$ cat config.mk
export PLATFORM = sky130hd
export DESIGN_NAME = seg_scan_ctrl
export DESIGN_NICKNAME = d
export VERILOG_FILES = /design/src/rtl/seg_scan_ctrl.sv
export SDC_FILE = /design/constraint.sdc
export NUM_CORES = 1
export LEC_CHECK = 0
export ABC_AREA = 1
export CAP_MARGIN = 10
export CORE_UTILIZATION = 40
export CTS_CLUSTER_DIAMETER = 120
export DETAILED_ROUTE_END_ITERATION = 7
export GPL_TIMING_DRIVEN = 0
export PLACE_DENSITY = 0.68
export SYNTH_ARGS = -nofsm -noshare
export SYNTH_HDL_FRONTEND = slang
export SYNTH_SLANG_ARGS = --single-unit
$ cat constraint.sdc
create_clock -name clk -period 2.89 [get_ports clk]
set_input_delay 0.578 -clock clk [delete_from_list [all_inputs] [get_ports clk]]
set_output_delay 0.578 -clock clk [all_outputs]
set_load 0.01 [all_outputs]
$ cat src/rtl/seg_scan_ctrl.sv
// -----------------------------------------------------------------------------
// seg_scan_ctrl
//   Time-multiplexed scan controller for an 8-digit common-anode seven-segment
//   display. One shared segment bus is driven while the anodes are sequenced
//   digit by digit. Each digit slot lasts SCAN_DIV cycles. The first BLANK_CYC
//   cycles of a slot keep every anode off so the previous digit cannot ghost
//   into the next one.
//
//   The displayed value is double-buffered. load_i captures into a staging
//   register, and staging is committed to the active register only at the end
//   of the digit-7 slot, so a frame never shows a mix of old and new data.
//
//   Optional build macro:
//     SEG_SCAN_LEAD_ZERO_BLANK_EN - darken leading-zero digits (digit 0 is
//                                   never darkened by this rule).
//
// Ports:
//   clk         system clock
//   rst         synchronous reset, active-high
//   en_i        scan enable; low = display dark, scan counters frozen
//   data_i      8 hex nibbles, nibble k drives digit k
//   dp_i        decimal point per digit, 1 = lit
//   load_i      1-cycle strobe, captures data_i/dp_i into staging
//   dig_en_i    live per-digit enable, 1 = digit may light
//   disp_seg_o  active-low segments, bit7 = dp, bits6..0 = gfedcba
//   disp_an_o   active-low anodes, bit k = digit k
//   upd_pend_o  staging holds data not yet committed
//   frame_o     1-cycle pulse after the end of the digit-7 slot
// -----------------------------------------------------------------------------
module seg_scan_ctrl #(
   parameter int SCAN_DIV  = 100000,
   parameter int BLANK_CYC = 1000
) (
   input  logic        clk,
   input  logic        rst,
   input  logic        en_i,
   input  logic [31:0] data_i,
   input  logic [7:0]  dp_i,
   input  logic        load_i,
   input  logic [7:0]  dig_en_i,
   output logic [7:0]  disp_seg_o,
   output logic [7:0]  disp_an_o,
   output logic        upd_pend_o,
   output logic        frame_o
);

   localparam int             PW     = $clog2(SCAN_DIV);
   localparam logic [PW-1:0]  P_LAST = PW'(SCAN_DIV - 1);
   localparam logic [PW-1:0]  P_BLNK = PW'(BLANK_CYC);

   typedef enum logic {ST_BLANK, ST_SHOW} state_t;

   state_t        state;
   logic [PW-1:0] presc;
   logic [PW-1:0] presc_nx;
   logic [2:0]    idx;
   logic [31:0]   staging;
   logic [7:0]    staging_dp;
   logic [31:0]   active;
   logic [7:0]    active_dp;
   logic [3:0]    cur_nib;
   logic          cur_dark;

   // Active-low gfedcba pattern for one hex nibble.
   function automatic logic [6:0] seg_decode(input logic [3:0] nib);
      logic [6:0] s;
      case (nib)
         4'h0: s = 7'h40;
         4'h1: s = 7'h79;
         4'h2: s = 7'h24;
         4'h3: s = 7'h30;
         4'h4: s = 7'h19;
         4'h5: s = 7'h12;
         4'h6: s = 7'h02;
         4'h7: s = 7'h78;
         4'h8: s = 7'h00;
         4'h9: s = 7'h10;
         4'hA: s = 7'h08;
         4'hB: s = 7'h03;
         4'hC: s = 7'h46;
         4'hD: s = 7'h21;
         4'hE: s = 7'h06;
         default: s = 7'h0E;
      endcase
      return s;
   endfunction

   assign presc_nx = presc + PW'(1);
   assign cur_nib  = active[{idx, 2'b00} +: 4];

   // A digit is dark in SHOW when its live enable is off or, with leading-zero
   // blanking, when it and every higher nibble are zero.
   always_comb begin
      cur_dark = ~dig_en_i[idx];
`ifdef SEG_SCAN_LEAD_ZERO_BLANK_EN
      if ((idx != 3'd0) && ((active >> {idx, 2'b00}) == 32'd0))
         cur_dark = 1'b1;
`endif
   end

   always_ff @(posedge clk) begin
      if (rst) begin
         state      <= ST_BLANK;
         presc      <= '0;
         idx        <= 3'd0;
         staging    <= '0;
         staging_dp <= '0;
         active     <= '0;
         active_dp  <= '0;
         upd_pend_o <= 1'b0;
         frame_o    <= 1'b0;
         disp_seg_o <= 8'hFF;
         disp_an_o  <= 8'hFF;
      end else begin
         frame_o <= 1'b0;

         if (load_i) begin
            staging    <= data_i;
            staging_dp <= dp_i;
            upd_pend_o <= 1'b1;
         end

         // Scan counters: advance only while enabled.
         if (en_i) begin
            if (presc == P_LAST) begin
               presc <= '0;
               idx   <= idx + 3'd1;
               state <= ST_BLANK;
               if (idx == 3'd7) begin
                  frame_o <= 1'b1;
                  // Active takes the pre-edge staging; a same-cycle load keeps
                  // the pending flag set for the following frame.
                  if (upd_pend_o) begin
                     active    <= staging;
                     active_dp <= staging_dp;
                     if (!load_i)
                        upd_pend_o <= 1'b0;
                  end
               end
            end else begin
               presc <= presc_nx;
               if (presc_nx == P_BLNK)
                  state <= ST_SHOW;
            end
         end

         // Output register stage, one cycle behind presc/state/idx.
         if (!en_i || (state == ST_BLANK) || cur_dark) begin
            disp_an_o  <= 8'hFF;
            disp_seg_o <= 8'hFF;
         end else begin
            disp_an_o  <= ~(8'b1 << idx);
            disp_seg_o <= {~active_dp[idx], seg_decode(cur_nib)};
         end
      end
   end

endmodule

==> metrics.cfg <==
[outcome]
outcome=completed

[clock_network]
postCtsHoldBufs=0
cts_buffer_depth=2
ctsResizeCount=0
root_buffer=clkbuf_16
clock-sinks=119
cts_made_buffers=17
htree_levels=4
path_clk_slew_ns=0.06
cts_setup_buffers=0
insertion_delay_ns=0.43
cts_tree=built

[yosys]
synth_area_um2=5410
synth_nets=802
synth_top_area_frac=0.440
seq_area_frac_synth=0.440
synth_area_leader_cell=dfxtp_1
avgSynthCellArea_um2=7.34
ys_ff_latch=119
synth_top_family_by_area=simple AND/OR/NAND/NOR gates
synth_warnings=0
synth-compound-area-share=0.144
netlist_instances=737
synthTopCellsByArea=dfxtp_1 (44%), nand2_1 (9.4%), nor2_1 (9.4%), o21ai_0 (6.2%), nand4_1 (5.9%)
yosys.area_share.xor_xnor=0.00647
yosys.area_share.simple=0.304
synthAdderAreaFrac=0.0301
synth.area.mux_share=0
synth_cell_types=35

[drt]
ant_nets=0
drt_pre_antenna_iters=4
drc=0
wl_mm=14.0
routedWlPerCell_um=13.8
drtIter0Drc=360
viasPerCell=5.01
vias=5071

[setup_path]
critPathSlowestCell=dfxtp_1
start_kind=flip-flop
crit_top_cell=inv_1
critPathRequiredTime_ns=3.19
arrival_ns=2.90
cp-end-kind=flip-flop
cp_top_family=compound AO/OA/AOI/OAI gates
worst-path-buf-inv=3
slowest_delay_ns=0.55
critPathMaxFanout=11
path_cells=clkinv_1 -> o21ai_0 -> o22ai_1 -> o21ai_1 -> inv_1 -> ha_1 -> inv_1 -> nor2_1 -> a21oi_1 -> nand3_1
worstSetupPathType=flip-flop to flip-flop

[layout]
diodes=0
syn_to_final_growth_pct=28.5
drive_above_1_share=0.0872
fin_nets=889
fin_util=0.525
fillers=1319

[timing]
period_share=0.899
slew_violations=0
final-setup-viol-count=0
tightest_slew_ns=0.589
hold_violations=0
period_needed_ns=2.60
rsz0062_at_grt=false
setup_tns_ns=0
relSlewSlack=0.607
clock_skew_ns=0.00802
fmax_mhz=385

[floorplanning]
core_area_um2=13200
start_util=0.409
fp.dieW_um=118
die_h_um=118
rows=42
die-area_um2=14000
pin_count=70

[global_route]
grt_pass1_wl_mm=23.0
gr-total-overflow=0
grt_pass1_vias=4638
grt_max_degree=17
antenna_found_initial=0
grt.total_usage=0.209

[placed_design]
routabilityCongestion=0.856
io_buffers=68
hpwl_mm=10.2

[power_and_ir_drop]
p_leak_nw=2.61
cellPowerDensity_nw_per_um2=603
ir_worst_vdd_uv=480

[hold_path]
min_path_type=flip-flop to flip-flop

[run]
drv_cap=0

==> cells in the final DEF (no fill, tap or decap), types with 2 or more instances in the layout <==
cell type | netlist | final
nor2_1 | 136 | 136
nand2_1 | 136 | 136
dfxtp_1 | 119 | 119
clkdlybuf4s50_1 | 0 | 68
o21ai_0 | 67 | 67
a21oi_1 | 63 | 63
nand4_1 | 51 | 51
nand3_1 | 34 | 34
inv_1 | 28 | 28
clkbuf_1 | 20 | 20
clkbuf_16 | 0 | 17
ha_1 | 13 | 13
buf_2 | 11 | 11
buf_6 | 9 | 9
o22ai_1 | 5 | 5
o211ai_1 | 5 | 5
clkinv_4 | 0 | 5
inv_2 | 4 | 4
buf_4 | 4 | 4
nor3_1 | 4 | 4
inv_6 | 0 | 4
bufinv_16 | 0 | 4
clkinv_1 | 3 | 3
nor2_2 | 3 | 3
o21ai_1 | 2 | 2
nand2_2 | 2 | 2
clkbuf_4 | 2 | 2
xor2_1 | 2 | 2
or2_2 | 2 | 2
xnor2_1 | 2 | 2
==> cells by family after synthesis <==
family | Yosys count
AO/OA/AOI/OAI | 148
XOR/XNOR | 4
adder cells (fa/ha/maj) | 13
buffers and inverters | 81
flip-flops | 119
AND/OR/NAND/NOR | 372
==> tightest hold or removal path, cell delays in order (launching register included) <==
cell and delay [ns]:
dfxtp_1 0.31, inv_1 0.05, a21oi_1 0.05
==> worst paths after layout <==
kind	to	depth (start not counted)	slack (ns)	startpoint
max	disp_seg_o[0]	10	0.29	idx[1]
min	state	2	0.45	state
max reg2reg	disp_seg_o[0]	10	0.29	idx[1]
min reg2reg	state	2	0.45	state
==> flip-flops by register name, indices dropped and copies added, names as in the netlist <==
| name | flops |
|---|---|
| staging_dp | 8 |
| staging | 32 |
| upd_pend_o | 1 |
| idx | 3 |
| frame_o | 1 |
| active | 32 |
| presc | 17 |
| state | 1 |
| disp_seg_o | 8 |
| active_dp | 8 |
| disp_an_o | 8 |
==> per-layer routing <==
layer	wire length, um	vias up	global-route usage
li1	-	2662	-
met1	6970	2271	0.287
met2	6110	120	0.320
met3	666	18	0.0487
met4	222	0	0.0753
met5	0	-	0
==> cell usage after synthesis, drive strengths merged <==
master,number
nor2,140
nand2,138
dfxtp,119
o21ai,70
a21oi,63
nand4,52
nand3,34
inv,32
buf,24
clkbuf,22
ha,13
o211ai,5
o22ai,5
nor3,4
clkinv,3
or2,2
xnor2,2
xor2,2
a211oi,1
a22oi,1
a32o,1
nor3b,1
nor4,1
o21a,1
o221ai,1
==> power by group <==
part	internal, W	switching (W)
clock network	0.00146	0.000825
registers	0.00168	0.0000280
logic	0.0000961	0.000102
==> layout make-up <==
type | count | area [um^2] | share of cell area
clock inverters | 15 | 215 | 0.0310
clock buffers | 17 | 425 | 0.0612
repair buffers | 68 | 681 | 0.0979
well taps | 176 | 220 | 0.0317
inverters | 35 | 131 | 0.0189
plain buffers | 46 | 277 | 0.0398
multi-input cells | 537 | 2620 | 0.377
flip-flops and latches | 119 | 2380 | 0.343
==> per-stage QoR <==
| step | setup slack (ns) | hold WS, ns | cell area (um^2) | total power (W) | cells |
|---|---|---|---|---|---|
| floorplan | 0.885 | 0.426 | 5410 | 0.00183 | 737 |
| CTS | 0.290 | 0.452 | 6950 | 0.00422 | 1013 |
| global placement | 0.324 | 0.435 | 6310 | 0.00194 | 981 |
| finish | 0.291 | 0.448 | 6950 | 0.00420 | 1013 |
| detailed placement | 0.301 | 0.443 | 6310 | 0.00194 | 981 |
| global route | 0.0406 | 0.466 | 6950 | 0.00433 | 1013 |
No activity file was read; power rests on OpenSTA's default activity.
==> edit: new RTL, same settings <==
Change the parameter `BLANK_CYC` from 1000 to 500.
--- a/src/rtl/seg_scan_ctrl.sv
+++ b/src/rtl/seg_scan_ctrl.sv
@@ -29,7 +29,7 @@
 // -----------------------------------------------------------------------------
 module seg_scan_ctrl #(
    parameter int SCAN_DIV  = 100000,
-   parameter int BLANK_CYC = 1000
+   parameter int BLANK_CYC = 500
 ) (
    input  logic        clk,
    input  logic        rst,
Formal check against the unedited RTL: same outputs for any inputs over 10 cycles, from zero or initial values and one cycle with rst high; that may be too few to reach the edited logic, so the function may still have changed.
==> edit against the original RTL <==
  * Sequential share of layout area up 0.11 points
  * Core utilization about the same
  * Routed wire length down 6.9%
  * Sequential power about the same
  * Worst setup slack better by 160 ps
  * Count of clock-buffer cells in the layout up 3
  * Via count up 0.16%
  * Synthesized area down 0.25%
  * Sequential cell count unchanged
  * Power down 1.7%
  * Final area down 0.32%
  * Critical endpoint is now disp_seg_o[3]$_SDFF_PP1_
  * Critical path type unchanged
  * Cell count up 6.1%
==> edit: results (changes against the original RTL) <==
stage,metric,value,unit,change
global_routing,grt_usage,19.9,%,-1.1 points
placed_design,placed_area,6300,µm²,-0.22%
setup_path,crit_path_start,idx[0]$_SDFFE_PP0P_,,
worst_hold_path,hold_path_startpoint,state$_SDFFE_PP0P_,,
clock_tree,cts_root_buffer,clkbuf_16,,
layout,reg_top3,"active x32, staging x32, presc x17",,
timing,relSlewSlack,62.0,%,+1.3 points
yosys,yosysUniqueCellTypes,30,,-14%
yosys,synth.area.top_cells,"dfxtp_1 44%, nor2_1 14%, nand2_1 13%",,
global_routing,use_met2,31.4,%,-0.62 points
yosys,async_flop_share,0,%,unchanged
yosys,synth_common_cells,"199 x nor2_1, 183 x nand2_1, 119 x dfxtp_1, 71 x inv_1, 66 x o21ai_0",,
yosys,synth_compound_gate_area_share,11.2,%,-3.2 points
yosys,ys_seq_area_share,44.1,%,+0.11 points
clock_tree,insertion_delay,420,ps,
global_routing,grt_pass1_wl,22200,µm,-3.5%
placed_design,port_buffers,68,,unchanged
outcome,status,"finished, final reports clean",,
routing,dr.first_iter.drc_count,349,,-3.1%
layout,drive_above_1_share,6.45,%,-2.3 points
global_routing,use_met3,3.96,%,-0.92 points
pwr,p_leak,3.06,nW,+17%
clock_tree,htree_levels,4,,unchanged
pwr,ir_worst_vdd,0.399,mV,-17%
placed_design,place.gp.congestion,0.841,,-1.8%
yosys,synth_nets,864,,+7.7%
timing,clock_skew,12.2,ps,+4.16 ps
global_routing,use_met1,26.9,%,-1.8 points
routing,drtPass1Iterations,5,,+1
worst_hold_path,hp-class,flip-flop to flip-flop,,
yosys,synth_adder_area_share,3.01,%,+0.0077 points
yosys,synthXorXnorAreaFrac,0.649,%,+0.0017 points
global_routing,grt_pass1_vias,4656,,+0.39%
placed_design,dp_hpwl,9190,µm,-9.9%
yosys,synthFlopType,dfxtp_1,,
routing,dr_total_vias,5079,,+0.16%
routing,wl_per_cell,12.1,µm,-12%
layout,nets,951,,+7.0%
global_routing,antenna_found_initial,0,,unchanged
setup_path,crit_arrival,2720,ps,-180 ps
layout,nFillCells,1315,,-0.30%
-- edit: layout make-up --
type | count | area share (%)
buffer | 38 | 2.69
clock buffer | 20 | 6.59
clock inverter | 12 | 2.53
inverter | 76 | 4.12
multi-input combinational | 566 | 36.7
sequential | 119 | 34.4
tap | 176 | 3.18
timing repair buffer | 68 | 9.82
-- edit: layer usage --
| metal | routed length, µm | vias to the layer above | part of all wire, % |
|---|---|---|---|
| li1 | - | 2679 | - |
| met1 | 6340 | 2278 | 49 |
| met2 | 5980 | 105 | 46 |
| met3 | 499 | 17 | 3.8 |
| met4 | 186 | 0 | 1.4 |
| met5 | 0 | - | 0 |
-- edit: repair_timing --
action / in CTS / in global routing
hold buffers: 0 / 0
setup endpoints to repair: 0 / 2
gates resized for setup: 0 / 1
-- edit: per-stage QoR --
| step | worst slack [ps] | instances | utilization [%] | hold slack [ps] |
|---|---|---|---|---|
| after floorplan | 876 | 799 | - | 426 |
| final | 452 | 1075 | 52.5 | 449 |
| after global placement | 270 | 1043 | 47.8 | 433 |
| after global routing | 222 | 1075 | 52.5 | 489 |
| after detailed placement | 257 | 1043 | 47.8 | 443 |
| after CTS | 195 | 1075 | 52.5 | 452 |
-- edit: worst paths after layout --
check,end,slack (ps),depth (start not counted)
worst max register to register,disp_seg_o[3]$_SDFF_PP1_,450,11
worst max-delay path,disp_seg_o[3]$_SDFF_PP1_,450,11
worst min register to register,state$_SDFFE_PP0P_,450,2
worst min-delay path,state$_SDFFE_PP0P_,450,2
-- edit: kinds of logic (layout without fill, tap and decap cells) --
| family | count (synthesis) | in the layout |
|---|---|---|
| XOR/XNOR | 4 | 4 |
| adder cells (fa/ha/maj) | 13 | 13 |
| AND/OR/NAND/NOR | 434 | 434 |
| AO/OA/AOI/OAI | 115 | 115 |
| flip-flops | 119 | 119 |
| buffers and inverters | 114 | 214 |
-- edit: where the power goes --
part	internal (W)	switching (W)	total, W
clock	0.00148	0.000747	0.00223
combinational	0.0000920	0.0000923	0.000184
sequential	0.00168	0.0000236	0.00171
-- edit: critical path, cell delays in order (launching register included) --
cell      delay (ps)
dfxtp_1          470
inv_2             80
clkbuf_1         250
o21ai_0          220
nand2_1           70
o21ai_1          440
inv_1            180
ha_1             250
nand2_1          120
o21ai_0          100
nand2_1           60
nand3_1           80
